### src/rtl/rs232_rx_if.sv
// Serial-receiver bundle: the line input and the byte/strobe/status outputs.
// The receiver takes the slave side; the consumer (or line driver) takes the master side.
interface rs232_rx_if;
    logic       RX;
    logic [7:0] RS_DATAOUT;
    logic       RS_DONE;
    logic       RS_FERR;
    logic       RS_BUSY;

    modport slave (
        input  RX,
        output RS_DATAOUT,
        output RS_DONE,
        output RS_FERR,
        output RS_BUSY
    );

    modport master (
        output RX,
        input  RS_DATAOUT,
        input  RS_DONE,
        input  RS_FERR,
        input  RS_BUSY
    );
endinterface

### src/rtl/rs232_rx.sv
// 8N1 RS-232 receiver: synchronises RX, rejects start glitches, samples mid-bit,
// and presents each good byte with a one-cycle RS_DONE strobe (RS_FERR on a bad stop bit).
module rs232_rx #(
    parameter int CLKS_PER_BIT = 434
) (
    input  logic        CLK_50MHZ,
    input  logic        RST_N,
    rs232_rx_if.slave   bus
);

    localparam int HALF = CLKS_PER_BIT / 2;
    localparam int CW   = $clog2(CLKS_PER_BIT);

    localparam logic [CW-1:0] CNT_HALF = CW'(HALF - 1);
    localparam logic [CW-1:0] CNT_LAST = CW'(CLKS_PER_BIT - 1);

    typedef enum logic [2:0] {
        S_IDLE,
        S_START,
        S_DATA,
        S_STOP,
        S_BREAK
    } state_t;

    state_t        state;
    state_t        state_nxt;
    logic          rx_m;
    logic          rx_s;
    logic [CW-1:0] cnt;
    logic [2:0]    idx;
    logic [7:0]    sh;
    logic          half_tick;
    logic          bit_tick;

    logic          done_nxt;
    logic          ferr_nxt;
    logic          busy_nxt;
    logic [7:0]    data_q;
    logic          done_q;
    logic          ferr_q;
    logic          busy_q;

    // Synchroniser flops reset to the idle level so reset never looks like a start bit.
    always_ff @(posedge CLK_50MHZ or negedge RST_N) begin
        if (!RST_N) begin
            rx_m <= 1'b1;
            rx_s <= 1'b1;
        end else begin
            // NOTE: non-blocking assignments keep this a true two-stage pipeline.
            rx_m <= bus.RX;
            rx_s <= rx_m;
        end
    end

    assign half_tick = (cnt == CNT_HALF);
    assign bit_tick  = (cnt == CNT_LAST);

    // FSM process 1: state register.
    always_ff @(posedge CLK_50MHZ or negedge RST_N) begin
        if (!RST_N) begin
            state <= S_IDLE;
        end else begin
            state <= state_nxt;
        end
    end

    // FSM process 2: next-state logic.
    always_comb begin
        // NOTE: default assignment first so no path leaves state_nxt unassigned (no latch).
        state_nxt = state;
        case (state)
            S_IDLE: begin
                if (!rx_s) state_nxt = S_START;
            end
            S_START: begin
                if (half_tick) state_nxt = rx_s ? S_IDLE : S_DATA;
            end
            S_DATA: begin
                if (bit_tick && (idx == 3'd7)) state_nxt = S_STOP;
            end
            S_STOP: begin
                if (bit_tick) state_nxt = rx_s ? S_IDLE : S_BREAK;
            end
            S_BREAK: begin
                if (rx_s) state_nxt = S_IDLE;
            end
            default: state_nxt = S_IDLE;
        endcase
    end

    // Bit timer restarts on every state change and between data bits.
    always_ff @(posedge CLK_50MHZ or negedge RST_N) begin
        if (!RST_N) begin
            cnt <= '0;
            idx <= 3'd0;
            sh  <= 8'h00;
        end else begin
            if (state_nxt != state) begin
                cnt <= '0;
            end else if ((state == S_DATA) && bit_tick) begin
                cnt <= '0;
            end else begin
                cnt <= cnt + 1'b1;
            end

            if ((state == S_START) && (state_nxt == S_DATA)) begin
                idx <= 3'd0;
            end else if ((state == S_DATA) && bit_tick) begin
                idx <= idx + 3'd1;
            end

            // LSB arrives first, so shifting right leaves it in bit 0 after eight bits.
            if ((state == S_DATA) && bit_tick) begin
                sh <= {rx_s, sh[7:1]};
            end
        end
    end

    // FSM process 3: output decode, registered below so RX never reaches a port combinationally.
    always_comb begin
        done_nxt = 1'b0;
        ferr_nxt = 1'b0;
        busy_nxt = (state_nxt != S_IDLE);
        if ((state == S_STOP) && bit_tick) begin
            done_nxt = rx_s;
            ferr_nxt = !rx_s;
        end
    end

    always_ff @(posedge CLK_50MHZ or negedge RST_N) begin
        if (!RST_N) begin
            data_q <= 8'h00;
            done_q <= 1'b0;
            ferr_q <= 1'b0;
            busy_q <= 1'b0;
        end else begin
            done_q <= done_nxt;
            ferr_q <= ferr_nxt;
            busy_q <= busy_nxt;
            if (done_nxt) begin
                data_q <= sh;
            end
        end
    end

    assign bus.RS_DATAOUT = data_q;
    assign bus.RS_DONE    = done_q;
    assign bus.RS_FERR    = ferr_q;
    assign bus.RS_BUSY    = busy_q;

endmodule

### src/flat_wrapper.sv
// flat-port wrapper written by rule: the top's interface ports become plain ports
module rs232_rx_flat 
#(
    parameter int CLKS_PER_BIT = 434
)
  (CLK_50MHZ, RST_N, bus_RX, bus_RS_DATAOUT, bus_RS_DONE, bus_RS_FERR, bus_RS_BUSY);
  rs232_rx_if bus_i ();
  input  logic CLK_50MHZ;
  input  logic RST_N;
  input wire logic [$bits(bus_i.RX)-1:0] bus_RX;
  output wire logic [$bits(bus_i.RS_DATAOUT)-1:0] bus_RS_DATAOUT;
  output wire logic [$bits(bus_i.RS_DONE)-1:0] bus_RS_DONE;
  output wire logic [$bits(bus_i.RS_FERR)-1:0] bus_RS_FERR;
  output wire logic [$bits(bus_i.RS_BUSY)-1:0] bus_RS_BUSY;
  assign bus_i.RX = bus_RX;
  assign bus_RS_DATAOUT = bus_i.RS_DATAOUT;
  assign bus_RS_DONE = bus_i.RS_DONE;
  assign bus_RS_FERR = bus_i.RS_FERR;
  assign bus_RS_BUSY = bus_i.RS_BUSY;
  rs232_rx #(.CLKS_PER_BIT(CLKS_PER_BIT)) u_core (.CLK_50MHZ(CLK_50MHZ), .RST_N(RST_N), .bus(bus_i));
endmodule
### config.mk
export PLATFORM = sky130hd
export DESIGN_NAME = rs232_rx_flat
export DESIGN_NICKNAME = d
export VERILOG_FILES = /design/src/rtl/rs232_rx_if.sv /design/src/rtl/rs232_rx.sv /design/src/flat_wrapper.sv
export SDC_FILE = /design/constraint.sdc
export NUM_CORES = 1
export LEC_CHECK = 0
export CORE_MARGIN = 2
export CORE_UTILIZATION = 34
export CTS_CLUSTER_DIAMETER = 150
export DETAILED_ROUTE_END_ITERATION = 8
export SYNTH_ARGS = -nofsm -noshare
export SYNTH_HDL_FRONTEND = slang
export SYNTH_SLANG_ARGS = --single-unit
export TNS_END_PERCENT = 100
### constraint.sdc
create_clock -name CLK_50MHZ -period 2.4 [get_ports CLK_50MHZ]
set_input_delay 0.48 -clock CLK_50MHZ [delete_from_list [all_inputs] [get_ports CLK_50MHZ]]
set_output_delay 0.48 -clock CLK_50MHZ [all_outputs]
set_load 0.02 [all_outputs]
==> metrics.txt, run 1 <==
outcome=completed; Flop pwr share=53.5%; port bufs=13; Peak Freq=0.482 GHz; WL/cell=14.3 um; worst rel slew slack=55.7%; dpl cells=198; core area=4690 um2; Hold Crit Class=register to register; Power Internal=0.923 mW; Num CTS Buffers=5; H-tree Lvls=2; Routability Congestion=0.841; ant diodes=0; Combinational Power Share=1.7%; CTS clk-pin slew, worst paths=0.07 ns; Gates resized, CTS repair=0; CTS tree=yes; Clk Latency, worst-skew pair=0.29 ns; PD cells=589 nW/um2; # clock sinks=36; first-pass GRT wire length=5170 um; Seq/Total Area, Yosys=55.2%; Detail Placement HPWL=2060 um; drt pass-1 iters=4; WP data arrival=2.24 ns; VDD IR max=0.340 mV; Net Sw Power=0.220 mW; Pleak=0.863 nW; # hold bufs at CTS=0; Final Max Slew Viols=0; top_reg_cell synth=dfrtp_1; startpoint types=register; Row Count=25; top cells by count, synth=34 x dfrtp_1, 16 x mux2_2, 9 x nor2_1; EDFF count, synth=0; initial antenna violation count=0; Hold Violations, Final=0; Required @ worst endpoint=2.56 ns; Syn Nets=141; Post-synth ARST share=100%; post-synthesis cell count=133; flop and latch count out of synthesis=36; vias in the first global route=1145; IO Count=14; final WL=2940 um; wire length on met2=1510 um; DRT met1 WL=1240 um; Yosys top cell area share=51.9%; largest cells by area after synthesis=dfrtp_1 52%, mux2_2 11%, ha_1 3.8%, dfstp_2 3.2%, xnor2_1 3.2%; layout cells sized above 1=22.4%; non-filler cells, final=206; mapped cell area=1640 um2; Tmin final=2.08 ns; clk_skew=0.0114 ns; RSZ-0062 raised after global routing=false; Critical Path Fanout Max=5; P&R area growth vs syn=18.6%; fin crit share=86.5%; reg2reg path depth=7; Worst-Margin Slew=0.664 ns; GRT overflow=0; worst hold stages=0; Die Wd=73.4 um; final setup fails=0; crit end category=register; DRC=0; largest net degree at the start of global routing=37; # Max-Cap Violations=0; Final ANT Viol Nets=0; die area=5390 um2; most frequent cell after synthesis=dfrtp_1; distinct cell type count after synthesis=35; Clock Path Buffers=2; vias per cell=5.31; GRT Total Usage=12.9%; highest metal used=met4; critical path type=register to register; Die Y=73.4 um; Synth Area per Inst=12.3 um2; setup TNS=0 ns; DR iter-0 viols=87; clock root buffer=clkbuf_8; sw frac=19.2%; Post-CTS Setup Inserts=0; Vias=1093; Initial Util=34.9%; post-synth top area cell=dfrtp_1; met3 WL=129 um; Nets=159; Clk pwr share=44.7%; Yosys warning count=0
## power groups by stage
| stage | clock [mW] | combinational, mW | sequential (mW) |
|---|---|---|---|
| global route | 0.567 | 0.0230 | 0.612 |
| finish | 0.511 | 0.0195 | 0.612 |
| detailed placement | 0 | 0.0207 | 0.623 |
| floorplan | 0 | 0.00500 | 0.621 |
| global placement | 0 | 0.0195 | 0.623 |
| CTS | 0.533 | 0.0209 | 0.612 |
## worst paths after layout
| kind | start | slack [ns] | end |
|---|---|---|---|
| max | u_core.cnt[0] | 0.32 | u_core.bus.RS_BUSY |
| min | u_core.rx_m | 0.36 | u_core.rx_s |
| max reg2reg | u_core.cnt[0] | 0.32 | u_core.bus.RS_BUSY |
| min reg2reg | u_core.rx_m | 0.36 | u_core.rx_s |
| max in group asynchronous | RST_N | 1.44 | u_core.rx_s |
| min in group asynchronous | RST_N | 0.60 | u_core.cnt[4] |
## logic make-up after synthesis
kind of cell	after synthesis	share of synthesized area (%)
xor gates and xnor gates	8	4.28
muxes	20	13.4
AOI/OAI and AO/OA	9	3.52
DFF	36	55.2
adders and majority gates	5	3.82
buffers and inverters	9	2.60
and+or+nand+nor	46	17.2
## layer usage
layer	track usage, %	vias up
li1	-	516
met1	14.3	545
met2	21.3	26
met3	4.53	6
met4	7.27	0
met5	0	-
## cells in the final DEF (no fill, tap or decap), types with 3 or more instances in the layout
master,count
a21oi_1,4
buf_4,4
clkbuf_8,5
clkdlybuf4s50_1,13
dfrtp_1,34
ha_1,5
inv_1,3
mux2_2,16
mux2i_1,4
nand2_1,6
nand3_1,4
nand4_1,3
nor2_1,9
nor3_1,5
nor4_1,7
xnor2_1,6
## through the flow
step	total power, mW	instance area, um2	hold slack [ns]	utilization [%]	setup slack [ns]
after floorplan	0.626	1640	0.184	-	0.524
final	1.14	1940	0.362	41.4	0.323
after global placement	0.643	1830	0.348	39.1	0.436
after CTS	1.17	1940	0.367	41.4	0.322
after detailed placement	0.644	1830	0.348	39.1	0.316
after global routing	1.20	1940	0.377	41.4	0.166
## worst max-delay path, cell delays in order, from the launching register on
cell and delay, ns:
dfrtp_1 0.42, inv_1 0.09, ha_1 0.15, nor4bb_1 0.26, nand4_1 0.18, mux2i_1 0.24
o22ai_1 0.13, or4_1 0.50
## state kept, by name, summed over array words and instances (netlist names)
register               count
u_core.rx_m                1
u_core.bus.RS_DATAOUT      8
u_core.bus.RS_BUSY         1
u_core.idx                 3
u_core.sh                  8
u_core.bus.RS_FERR         1
u_core.state               3
u_core.rx_s                1
u_core.cnt                 9
u_core.bus.RS_DONE         1
## layout make-up
cell class / count / area (um2)
sequential: 36 / 903
timing repair buffer: 17 / 160
fill: 454 / 2750
clock inverter: 2 / 35.0
tap: 54 / 67.6
multi-input combinational: 88 / 692
inverter: 3 / 11.3
clock buffer: 6 / 72.6
Note: power is estimated with default switching activity, not from simulation.
==> run 2, diff against run 1 <==
==> constraint.sdc (replaced) <==
create_clock -name CLK_50MHZ -period 2.46 [get_ports CLK_50MHZ]
set_input_delay 0.492 -clock CLK_50MHZ [delete_from_list [all_inputs] [get_ports CLK_50MHZ]]
set_output_delay 0.492 -clock CLK_50MHZ [all_outputs]
set_load 0.02 [all_outputs]
==> results of run 2 <==
Same layout as run 1 (identical final DEF). Status: completed.
Main changes from that run: setup slack after placement 0.316 ns -> 0.376 ns; setup slack after layout 0.323 ns -> 0.383 ns; register-to-register setup slack 0.32 ns -> 0.38 ns; total power 1.14 mW -> 1.11 mW; worst IR drop on VDD 0.340 mV -> 0.331 mV
